File: src/rtl/xorshift_inverter.sv
// Recovers the seed of a 32-bit 7/9/13 xorshift step by undoing each stage with doubling steps.
// Optional self-check of the recovered seed is enabled with `define XORSHIFT_INV_CHECK_EN.
module xorshift_inverter (
  input  logic        clk,
  input  logic        rst,
  input  logic [31:0] gen_in,
  input  logic        in_valid,
  output logic        in_ready,
  output logic [31:0] seed_out,
  output logic        out_valid,
  input  logic        out_ready,
  output logic        check_ok
);

  typedef enum logic [2:0] {IDLE, UNDO13, UNDO9, UNDO7, DONE} state_t;

  state_t      state, state_nxt;
  logic [31:0] t, t_nxt;
  logic [1:0]  step, step_nxt;

  always_ff @(posedge clk or posedge rst) begin
    if (rst) begin
      state <= IDLE;
      t     <= '0;
      step  <= '0;
    end else begin
      state <= state_nxt;
      t     <= t_nxt;
      step  <= step_nxt;
    end
  end

  // Inverse of (1 + S^k) is (1 + S^k)(1 + S^2k)(1 + S^4k)... truncated once the shift reaches 32.
  always_comb begin
    state_nxt = state;
    t_nxt     = t;
    step_nxt  = step;
    in_ready  = 1'b0;
    out_valid = 1'b0;
    case (state)
      IDLE: begin
        in_ready = 1'b1;
        if (in_valid) begin
          t_nxt     = gen_in;
          state_nxt = UNDO13;
          step_nxt  = 2'd0;
        end
      end
      UNDO13: begin
        if (step == 2'd0) begin
          t_nxt    = t ^ (t >> 13);
          step_nxt = 2'd1;
        end else begin
          t_nxt     = t ^ (t >> 26);
          state_nxt = UNDO9;
          step_nxt  = 2'd0;
        end
      end
      UNDO9: begin
        if (step == 2'd0) begin
          t_nxt    = t ^ (t << 9);
          step_nxt = 2'd1;
        end else begin
          t_nxt     = t ^ (t << 18);
          state_nxt = UNDO7;
          step_nxt  = 2'd0;
        end
      end
      UNDO7: begin
        case (step)
          2'd0: begin
            t_nxt    = t ^ (t >> 7);
            step_nxt = 2'd1;
          end
          2'd1: begin
            t_nxt    = t ^ (t >> 14);
            step_nxt = 2'd2;
          end
          default: begin
            t_nxt     = t ^ (t >> 28);
            state_nxt = DONE;
            step_nxt  = 2'd0;
          end
        endcase
      end
      DONE: begin
        out_valid = 1'b1;
        if (out_ready) state_nxt = IDLE;
      end
      default: state_nxt = IDLE;
    endcase
    if (rst) in_ready = 1'b0;
  end

  assign seed_out = t;

`ifdef XORSHIFT_INV_CHECK_EN
  logic [31:0] captured;
  logic        check_reg;

  function automatic logic [31:0] fwd(input logic [31:0] x);
    logic [31:0] b, c;
    b = x ^ (x >> 7);
    c = b ^ (b << 9);
    return c ^ (c >> 13);
  endfunction

  // The check result is registered on the final UNDO7 step so it is stable throughout DONE.
  always_ff @(posedge clk or posedge rst) begin
    if (rst) begin
      captured  <= '0;
      check_reg <= 1'b0;
    end else begin
      if (state == IDLE && in_valid) captured <= gen_in;
      if (state == UNDO7 && step == 2'd2) check_reg <= (fwd(t_nxt) == captured);
    end
  end

  assign check_ok = out_valid & check_reg;
`else
  assign check_ok = out_valid;
`endif

endmodule

File: config.mk
export PLATFORM = sky130hd
export DESIGN_NAME = xorshift_inverter
export DESIGN_NICKNAME = d
export VERILOG_FILES = /design/src/rtl/xorshift_inverter.sv
export SDC_FILE = /design/constraint.sdc
export NUM_CORES = 1
export LEC_CHECK = 0
export CORE_MARGIN = 2
export CORE_UTILIZATION = 52
export DETAILED_ROUTE_END_ITERATION = 7
export PLACE_DENSITY = 0.87
export SYNTH_ARGS = -nofsm -noshare
export SYNTH_HDL_FRONTEND = slang
export SYNTH_SLANG_ARGS = --single-unit
File: constraint.sdc
create_clock -name clk -period 2.4 [get_ports clk]
set_clock_uncertainty 0.15 [all_clocks]
set_input_delay 0.48 -clock clk [delete_from_list [all_inputs] [get_ports clk]]
set_output_delay 0.48 -clock clk [all_outputs]
set_load 0.01 [all_outputs]
# == After elaboration in Yosys (flattened, before gate mapping) ==
# Cells that the tools add are included.
# word_totals
ff_bits,37
mem_bits_ro,0
mem_count,0
ramBits,0
latch_bits,0
in_bits,36
# op_classes
muxes,18
n_eq_ne,10
magnitude_cmp,0
n_mul,0
n_shift,0
bitwise_logic,7
n_addsub,0
div_mod_pow,0
n_reduce_logical,9
# ops
operator,count
$pmux W32 S4,1
$mux W32,3
$pmux W32 S2,1
$xor A32 B32 Y32,2
$xor A32 B18 Y32,1
$xor A32 B19 Y32,1
$xor A32 B25 Y32,1
$xor A32 B4 Y32,1
$xor A32 B6 Y32,1
$mux W3,5
$pmux W3 S5,1
$ne A2 B2 Y1 const B,5
$eq A3 B2 Y1 const B,2
$pmux W2 S3,1
$reduce_and A5 Y1,1
$mux W1,4
$pmux W2 S2,1
$reduce_and A2 Y1,2
$reduce_bool A4 Y1,1
$reduce_or A2 Y1,2
$eq A3 B1 Y1 const B,1
$eq A3 B3 Y1 const B,1
$logic_not A3 Y1,1
$reduce_bool A3 Y1,1
3 further kinds,3

# == Logic depth before layout (Yosys ltp) ==
# depth
depth_word,4
mapped_depth,8
depth_no_buf,5

# == Worst setup path before layout ==
# No wires, ideal clock.
# synth_path
path_kind,register to output
from,reg state[1]
to,out in_ready
path_buffers,3
required_ns,1.770
path_stages_with_launch,5
path_slack_ns,0.392
arrival_ns,1.378
path_cell_list,dfrtp_1 > buf_2 > buf_4 > buf_2 > nor4_1
# synth_between
elab_chain_cells,3
# synth_rtl
item,line_no,source
"start, declared",17,"state_t state, state_nxt;"
"start signal, assigned",27,state <= state_nxt;
$logic_not A3 Y1,40,case (state)
$mux W1,40,
$mux W1,92,if (rst) in_ready = 1'b0;
"end, declared",8,"output logic in_ready,"
# Every way passes these cells.

# == Final worst setup path ==
# layout_path
from,in rst
to,out in_ready
# layout_between
elab_chain_cells,1
# layout_rtl
item,line_no,source
"start, declared",5,"input logic rst,"
$mux W1,92,
# Every way passes these cells.

==> reports/qor.csv <==
metric;value;unit
library cells used by synthesis;68;
# fillers;538;
total gr overflow;0;
count of final hold-check violations;0;
Main synth FF type;dfrtp_1;
largest fanout on the critical path;2;
Mapped Avg Cell Area;8.095;sq um
Seq cells post-synth;37;
first-pass GRT wire length;19.26;mm
Die W;84.18;um
CTS tree;done;
Finished Cell Area;4278;sq um
sequential cell area fraction in the yosys report;27.69;%
area of the core;6277;sq um
post-route insts no fill;557;
Mapped Nets;449;
# IOs;71;
overall power;7.294;mW
Yosys warning total;0;
Site Rows;29;
Clock Latency Late Sink;0.30;ns
Levels on crit path;3;
IO buf count;70;
# setup viols final;0;
Worst Setup SP;rst;
placed instance area;4164;sq um
Initial Utilization;53.26;%
FMAX;0.4325;GHz
layout cells sized above 1;11.88;%
synthesis-to-finish area growth;27.96;%
Max-cap violations;0;
most used cell, CP;clkdlybuf4s50_1;
Max clock buf depth;2;
placed cell count;547;
# diodes;0;
Worst Hold Class;reg2reg;
Worst Setup EP;in_ready;
RSZ-0062 raised after global routing;no;
period utilisation layout;96.34;%
crit path cell chain;clkdlybuf4s50_1, nor4_1, clkdlybuf4s50_1;
commonest non-fill, non-tap cell in the layout;clkdlybuf4s50_1;
largest net degree at the start of global routing;38;
leak pwr;1.688;nW
most frequent cells in the layout;clkdlybuf4s50_1 (70), a21oi_1 (42), nand2_1 (35), dfrtp_1 (35), buf_4 (31);
GPL Wtd Cong;0.9801;
Final Critical Period;2.312;ns
final wirelength;12.16;mm
vias per cell;6.720;
max-slew violations;0;
die height;84.18;um
crit end category;output port;
gr usage total;34.53;%
Synth Cell Area;3343;sq um
DP HPWL;8.801;mm
clk slew on worst S/H paths;0.08;ns
wire per inst;21.83;um
DIE AREA;7086;sq um
delay-heaviest family, CP;buffers and inverters;
top cell type's share of synthesized area;27.69;%
Least-Margin Pin Slew;0.5289;ns
PD cells;1705;nW/um^2
Slew headroom;64.74;%
Crit Path Class;in2out;
critical path arrival;1.68;ns
area leader, netlist;dfrtp_1;
final core occ;68.15;%
residual DRC count;0;
setup ws final;0.08782;ns
drt pass-1 iters;5;
CTS buffer count;5;
maximum VDD drop;1164;uV
vias in the first global route;3587;
slowest stage delay, CP;0.59;ns
initial antenna violation count;0;
CTS H-tree depth;2;
post-synthesis cell count;413;
hold_ws;0.4456;ns
Post-synth ARST share;100.0;%
count of flip-flops with a built-in enable after synthesis;0;
Iter 0 DRT Violations;332;
worst endpoint required time;1.77;ns
Clock Sinks;37;
status;finished, final reports clean;
post-route ant nets;0;
CP max-delay cell;clkdlybuf4s50_1;
r2r endpoint;seed_out[12]$_DFFE_PP0P_;
Place WS;0.07779;ns
reg2reg path depth;7;
Reg2Reg Launch Point;state[0]$_DFFE_PP0P_;
CP Buf/Inv Count;2;
nets;516;
Root Buffer;clkbuf_8;
Hold Path Cell Cnt;1;
top cells by area, synth;dfrtp_1 (28%), a21oi_1 (6.3%), mux2i_1 (6.3%), nand2_1 (3.9%), xnor2_1 (3.4%);
via count;3743;
worst reg2reg setup slack;0.31;ns
Startpoint Class;input port;
final setup TNS;0;ns
[report_power, final]
group	total (mW)	switching [mW]	leakage, nW	internal [mW]
Clock	0.469	0.240	0.0443	0.229
Sequential	1.65	0.724	0.459	0.931
Combinational	5.17	2.74	1.18	2.43
[worst min-delay path by stage]
stage | end | start
finish | step[1]$_DFFE_PP0P_ | step[1]$_DFFE_PP0P_
global route | step[1]$_DFFE_PP0P_ | step[1]$_DFFE_PP0P_
CTS | step[1]$_DFFE_PP0P_ | step[1]$_DFFE_PP0P_
detailed placement | step[1]$_DFFE_PP0P_ | step[1]$_DFFE_PP0P_
global placement | step[1]$_DFFE_PP0P_ | step[1]$_DFFE_PP0P_
floorplan | seed_out[6]$_DFFE_PP0P_ | seed_out[6]$_DFFE_PP0P_
[worst register-to-register path: stages, from the launching register on]
cell and delay [ns]:
dfrtp_2 0.47, buf_4 0.17, nor2b_1 0.21, buf_4 0.19
a221o_1 0.29, and3_1 0.19, a221oi_1 0.21, o21ai_1 0.09
[routing by layer]
| metal | wire length, um | GRT usage, % | share of wire (%) |
|---|---|---|---|
| met1 | 5065 | 47.86 | 42 |
| met3 | 1226 | 7.276 | 10 |
| met2 | 5431 | 52.16 | 45 |
| met5 | 0 | 0 | 0 |
| met4 | 436 | 15.10 | 3.6 |
[state kept, by name (all words and copies together), names as in the netlist]
| name | flops |
|---|---|
| seed_out | 32 |
| state | 3 |
| step | 2 |
[kinds of logic after synthesis]
logic type	count (synthesis)	share of synthesized area (%)
AND/OR/NAND/NOR	101	15.34
XOR/XNOR	16	4.192
AO/OA/AOI/OAI	174	35.97
multiplexers	25	7.635
flip-flops	37	27.69
buffers and inverters	60	9.169
[synthesized netlist by cell type, types with 3 or more instances]
master	n
buf_2	17
dfrtp_1	37
o21ai_0	20
buf_4	10
buf_6	3
o22ai_1	18
o211ai_1	6
o221ai_1	8
nor2b_1	4
nand2_1	35
a221oi_1	3
xnor2_1	13
a32oi_1	4
a31oi_1	6
nor3b_1	6
nand2b_1	5
clkbuf_1	12
o21ai_1	11
nor2_1	21
mux2_2	3
nand3_1	9
mux2i_1	21
a21oi_1	42
o32a_1	3
o21a_1	3
a221o_1	6
a22oi_1	9
a2bb2oi_1	4
and3_1	3
o31a_1	5
xor2_1	3
nor3_1	4
inv_1	15
[area by class of cell]
class	instances	area [sq um]	share of cell area, %
Tap cell	77	96.34	2.252
Multi-Input combinational cell	316	2113	49.40
Timing Repair Buffer	104	993.5	23.22
Clock buffer	7	86.33	2.018
Sequential cell	37	928.4	21.70
Inverter	16	60.06	1.404
[repair_timing]
item / in CTS / in global routing
setup buffers: 0 / 3
resized for setup: 1 / 2
endpoints found under the hold margin: 0 / 0
gates cloned: 0 / 0
hold buffers: 0 / 0
endpoints found under the setup margin: 2 / 3
No activity file was read; power rests on OpenSTA's default activity.
